`src/rtl/fetch_unit.sv`:
```
// Instruction-fetch stage: owns the PC, addresses instruction memory and
// registers the returned word into the IF/ID register, applying decode redirects and stalls.
module fetch_unit #(
    parameter int ADDR_WIDTH = 5,
    parameter int DATA_WIDTH = 32,
    parameter int RESET_PC   = 0
) (
    input  logic                  clk,
    input  logic                  rst_n,
    output logic [ADDR_WIDTH-1:0] addr,
    input  logic [DATA_WIDTH-1:0] instruction,
    input  logic                  stall,
    input  logic                  branch_taken,
    input  logic                  jump,
    output logic [DATA_WIDTH-1:0] id_instr,
    output logic [ADDR_WIDTH-1:0] id_pc,
    output logic                  id_valid
);

    logic                  take_jump;
    logic                  take_branch;
    logic [ADDR_WIDTH-1:0] offset;
    logic [ADDR_WIDTH-1:0] jump_target;
    logic [ADDR_WIDTH-1:0] branch_target;
    logic [ADDR_WIDTH-1:0] next_redirect;

    // Redirects only mean something while the IF/ID slot holds a live instruction.
    assign take_jump   = jump & id_valid;
    assign take_branch = branch_taken & id_valid & ~jump;

    // Word offset, sign-extended then reduced modulo the PC width.
    assign offset        = ADDR_WIDTH'(signed'(id_instr[15:0]));
    assign jump_target   = id_instr[ADDR_WIDTH-1:0];
    assign branch_target = id_pc + ADDR_WIDTH'(1) + offset;
    assign next_redirect = take_jump ? jump_target : branch_target;

    always_ff @(posedge clk or negedge rst_n) begin
        if (!rst_n) begin
            addr     <= ADDR_WIDTH'(RESET_PC);
            id_instr <= '0;
            id_pc    <= '0;
            id_valid <= 1'b0;
        end else if (take_jump || take_branch) begin
            // Redirect beats stall: the redirecting instruction has finished decode.
            addr     <= next_redirect;
            id_instr <= instruction;
            id_pc    <= addr;
            id_valid <= 1'b0;
        end else if (!stall) begin
            addr     <= addr + ADDR_WIDTH'(1);
            id_instr <= instruction;
            id_pc    <= addr;
            id_valid <= 1'b1;
        end
    end

endmodule
```
`config.mk`:
```
export PLATFORM = sky130hd
export DESIGN_NAME = fetch_unit
export DESIGN_NICKNAME = d
export VERILOG_FILES = /design/src/rtl/fetch_unit.sv
export SDC_FILE = /design/constraint.sdc
export NUM_CORES = 1
export LEC_CHECK = 0
export CAP_MARGIN = 20
export CORE_ASPECT_RATIO = 1.75
export CORE_MARGIN = 3
export CORE_UTILIZATION = 30
export CTS_CLUSTER_DIAMETER = 150
export DETAILED_ROUTE_END_ITERATION = 12
export SYNTH_ARGS = -nofsm -noshare
export SYNTH_HDL_FRONTEND = slang
export SYNTH_SLANG_ARGS = --single-unit
```
`constraint.sdc`:
```
create_clock -name clk -period 2.19 [get_ports clk]
set_clock_uncertainty 0.1 [all_clocks]
set_input_delay 0.219 -clock clk [delete_from_list [all_inputs] [get_ports clk]]
set_output_delay 0.219 -clock clk [all_outputs]
set_load 0.05 [all_outputs]
```
* After elaboration in Yosys (flattened, before gate mapping)
Index checks and enable logic that the tools add are counted.
** Storage, ports and cells
- Output and inout bits :: 43
- Bits of input ports :: 37
- Word-level logic and storage cells :: 22
- Register bits :: 43
** Cells by class
- Reduce and logical (&&, ||, !) cells :: 1
- Bitwise gates (word level) :: 4
- Add/sub/neg operators :: 3
- Equality and inequality tests :: 1
- Muxes and demuxes :: 9
** Operators with widths (number)
- $mux 32 :: 2
- $mux 5 :: 5
- $add 5x1->5 const B :: 2
- $add 5x5->5 :: 1
- $and 1x1->1 :: 3
- $mux 1 :: 2
- $ne 2x1->1 const B :: 1
- $logic_or 1x1->1 :: 1
- $not 1->1 :: 1

* Logic depth before layout (Yosys ltp)
- Depth after elaboration :: 4
- Depth in mapped cells :: 7
- Depth with buffers taken out :: 7

* Least setup slack after synthesis
No wires, ideal clock.
- Path kind :: flip-flop to flip-flop
- Start point :: register id_instr[0]
- End point :: register addr[2]
- Arrival :: 1.944 ns
- Path buffers :: 0
- Required time :: 2.017 ns
- Clock period less this slack :: 2.117 ns
- Library setup time :: 0.073 ns
- Setup slack :: 0.073 ns
- Cell stages (with the launch flop) :: 8
- Path through :: dfrtp_1 inv_1 ha_1 fa_1 nor2b_1 o41ai_1 a21oi_1 nor2_1
** On the way
- Word-level cells in the longest chain between the ends :: 3
** Ends and longest elaborated chain
- start: declaration :: RTL line 15 : output logic [DATA_WIDTH-1:0] id_instr,
- start signal: assignment :: RTL line 46 : id_instr <= instruction;
- start signal: assignment :: RTL line 51 : id_instr <= instruction;
- $add 5x5->5 :: RTL line 34 : assign branch_target = id_pc + ADDR_WIDTH'(1) + offset;
- $mux 5 :: RTL line 35 : assign next_redirect = take_jump ? jump_target : branch_target;
- $mux 5 :: RTL line 43 : end else if (take_jump || take_branch) begin
- end signal: assignment :: RTL line 39 : addr <= ADDR_WIDTH'(RESET_PC);
- end signal: assignment :: RTL line 45 : addr <= next_redirect;
- end signal: assignment :: RTL line 50 : addr <= addr + ADDR_WIDTH'(1);
- end: declaration :: RTL line 10 : output logic [ADDR_WIDTH-1:0] addr,
No other way between the ends.
A chain may end at the register's enable or synchronous reset.

* Worst setup path in the final report
- Start point :: register id_valid
- End point :: output id_valid
** RTL lines
- start: declaration :: RTL line 17 : output logic id_valid
- start signal: assignment :: RTL line 42 : id_valid <= 1'b0;
- start signal: assignment :: RTL line 48 : id_valid <= 1'b0;
- start signal: assignment :: RTL line 53 : id_valid <= 1'b1;
No word-level cell between the ends.

==> flow_summary.json <==
{
  "outcome": "complete, no violations",
  "synthesis.area_um2": 2060,
  "drt-total-wl_mm": 4.96,
  "post-synth-top-count-cell": "dfrtp_1",
  "layout-drive-gt1-share_pct": 21.7,
  "cts.path.max_buffers": 2,
  "worst_pin_slew_ns": 0.549,
  "maxSlewViolCount": 0,
  "synth_cells": 142,
  "via_count": 1464,
  "multi_input_area_um2": 903,
  "die_h_um": 116,
  "grt_pass1_wl_mm": 7.58,
  "static-leakage-power_uw": 0.00138,
  "cts_tree": "done",
  "path_delay_family": "buffers and inverters",
  "cts.sinks": 43,
  "path_buf_inv": 1,
  "clock_latency_ns": 0.28,
  "cp.required_ns": 1.87,
  "synthFlopType": "dfrtp_1",
  "met2WireLength_mm": 2.59,
  "hold_violations": 0,
  "fin_crit_sh_pct": 91.5,
  "post-cts-setup-buffers": 0,
  "grt_overflow_total": 0,
  "p_sw_share_pct": 42.1,
  "instances_no_fill": 312,
  "drc": 0,
  "seqPwrFrac_pct": 31.2,
  "max-slew-margin-rel_pct": 63.3,
  "critical_path_arrival_ns": 1.69,
  "cts_resized": 0,
  "cp_max_fo": 8,
  "met3_length_um": 243,
  "cts_root_buffer": "clkbuf_16",
  "top_layer": "met4",
  "fmax_mhz": 499,
  "synth_top_family_by_area": "multiplexers",
  "startpoint": "id_valid",
  "critPathLaunchType": "flop",
  "numCtsBuffers": 5,
  "grt_pass1_vias": 1510,
  "synth.area.top_cells": "dfrtp_1, mux2_4, ha_1",
  "crit-reg2reg-launch": "id_instr[0]",
  "critPathCaptureType": "primary output",
  "area_delta_synth_final_pct": 50.6,
  "setup_viol": 0,
  "rsz0062_at_grt": "false",
  "syn_nets": 185,
  "via_per_inst": 4.69,
  "grtUsageTotal_pct": 13.1,
  "drt_iter0_drc": 41,
  "syn_area_per_cell_um2": 14.5,
  "hp-class": "primary input to async pin",
  "synthArstFlopShare_pct": 100,
  "yosysWarnings": 0,
  "dp_cells": 303,
  "clk_pin_slew_ns": 0.07,
  "avgRoutedWirePerCell_um": 15.9,
  "drt-met1-wl_mm": 1.93,
  "coreArea_um2": 6590,
  "p_switching_uw": 1580,
  "postCtsHoldBufs": 1,
  "yosysUniqueCellTypes": 32,
  "crit_type": "flop to primary output",
  "setup_tns_ns": 0,
  "synth_area_leader_cell": "dfrtp_1",
  "synth_seq_cells": 43,
  "fin_nets": 272,
  "io_buffers": 79,
  "grt_max_degree": 23,
  "dp_hpwl_mm": 3.74,
  "ir_drop_mv": 0.590,
  "htreeDepth": 2,
  "power_density_nw_per_um2": 1200,
  "clock_power_share_pct": 19.8,
  "synth_xor_area_share_pct": 1.70,
  "num_antenna_cells": 0,
  "synth-simple-area-share_pct": 6.06,
  "routabilityCongestion": 0.784,
  "synth_common_cells": "dfrtp_1, mux2_4, o21ai_0",
  "yosysSeqAreaShare_pct": 52.2,
  "cpMaxStageDelayCell": "clkdlybuf4s50_1",
  "rows": 39,
  "synth_compound_area_share_pct": 7.70,
  "synth-edff-count": 0,
  "start_util_pct": 31.3,
  "synth_top_area_share_pct": 52.2,
  "antenna_found_initial": 0,
  "muxShareOfSynthArea_pct": 24.3,
  "fp.dieArea_um2": 7950,
  "fillers": 614,
  "regArea_um2": 1080,
  "drt_pre_antenna_iters": 4,
  "ant_nets": 0,
  "crit_chain": "clkdlybuf4s50_1",
  "max_stage_delay_ns": 0.87,
  "intPower_uw": 2160,
  "period_needed_ns": 2.00,
  "die_w_um": 68.7,
  "synthAdderAreaFrac_pct": 4.00,
  "combinationalPowerShare_pct": 49.0,
  "ios": 80,
  "drv_cap": 0
}
-- metal layers --
metal | vias up | GRT usage, %
li1 | 680 | -
met2 | 50 | 22.1
met4 | 0 | 7.81
met5 | - | 0
met3 | 13 | 2.72
met1 | 721 | 14.7
-- power by group through the flow --
stage,Clock [µW],Combinational (µW),Sequential [µW]
2_1_floorplan,0,603,1810
3_3_place_gp,0,1830,1180
3_5_place_dp,0,1840,1180
4_1_cts,770,1850,1170
5_1_grt,795,1940,1200
6_report,740,1830,1170
-- stage by stage --
| step | utilization [%] | worst slack [ns] | hold WS, ns | power (µW) | instance area, µm² |
|---|---|---|---|---|---|
| finish | 47.2 | 0.185 | 0.346 | 3740 | 3110 |
| global route | 47.2 | 0.118 | 0.382 | 3930 | 3110 |
| global placement | 44.7 | 0.313 | 0.0986 | 3010 | 2950 |
| CTS | 47.2 | 0.162 | 0.329 | 3790 | 3110 |
| detailed placement | 44.7 | 0.262 | 0.109 | 3020 | 2950 |
| floorplan | - | 0.0730 | -0.177 | 2410 | 2060 |
-- cell usage in the layout (no fill, tap or decap), drive strengths merged --
master	instances
nand3b	2
nor2b	4
nor3	2
ha	5
buf	7
nor4	1
o31ai	1
a31oi	1
a221oi	1
mux2i	1
xnor2	2
o21a	3
nor2	1
fa	1
o311a	1
xor2	2
o21ai	8
nand2	7
dlygate4sd3	1
o41ai	1
dfrtp	43
nand4b	2
clkdlybuf4s50	78
clkbuf	5
a221o	2
a21oi	3
mux2	33
nor3b	1
inv	7
o221ai	1
clkinvlp	2
nand2b	1
-- kinds of logic after synthesis --
| family | count (synthesis) |
|---|---|
| mux | 34 |
| fa+ha+maj | 6 |
| xor+xnor | 4 |
| buf+inv | 12 |
| simple gates | 21 |
| compound gates | 22 |
| flops | 43 |
-- final timing paths --
check | to | slack [ns] | cells after the start
worst max-delay path | id_valid | 0.19 | 1
worst min-delay path | id_instr[15] | 0.35 | 2
worst max register to register | addr[4] | 0.29 | 7
worst min register to register | id_instr[27] | 0.41 | 1
max in group asynchronous | id_pc[2] | 1.07 | 3
min in group clk | id_instr[0] | 0.40 | 3
-- area by class of cell --
class                   count  share of cell area [%]
clock buffers               5                    4.03
well taps                  82                    3.30
inverters                   6                   0.725
clock inverters             3                   0.765
multi-input cells          87                    29.1
repair buffers             86                    27.5
flip-flops and latches     43                    34.6
-- flip-flops by register name, indices dropped and copies added, names as in the netlist --
name,flops
addr,5
id_instr,32
id_pc,5
id_valid,1
(Power assumes the default switching activity.)
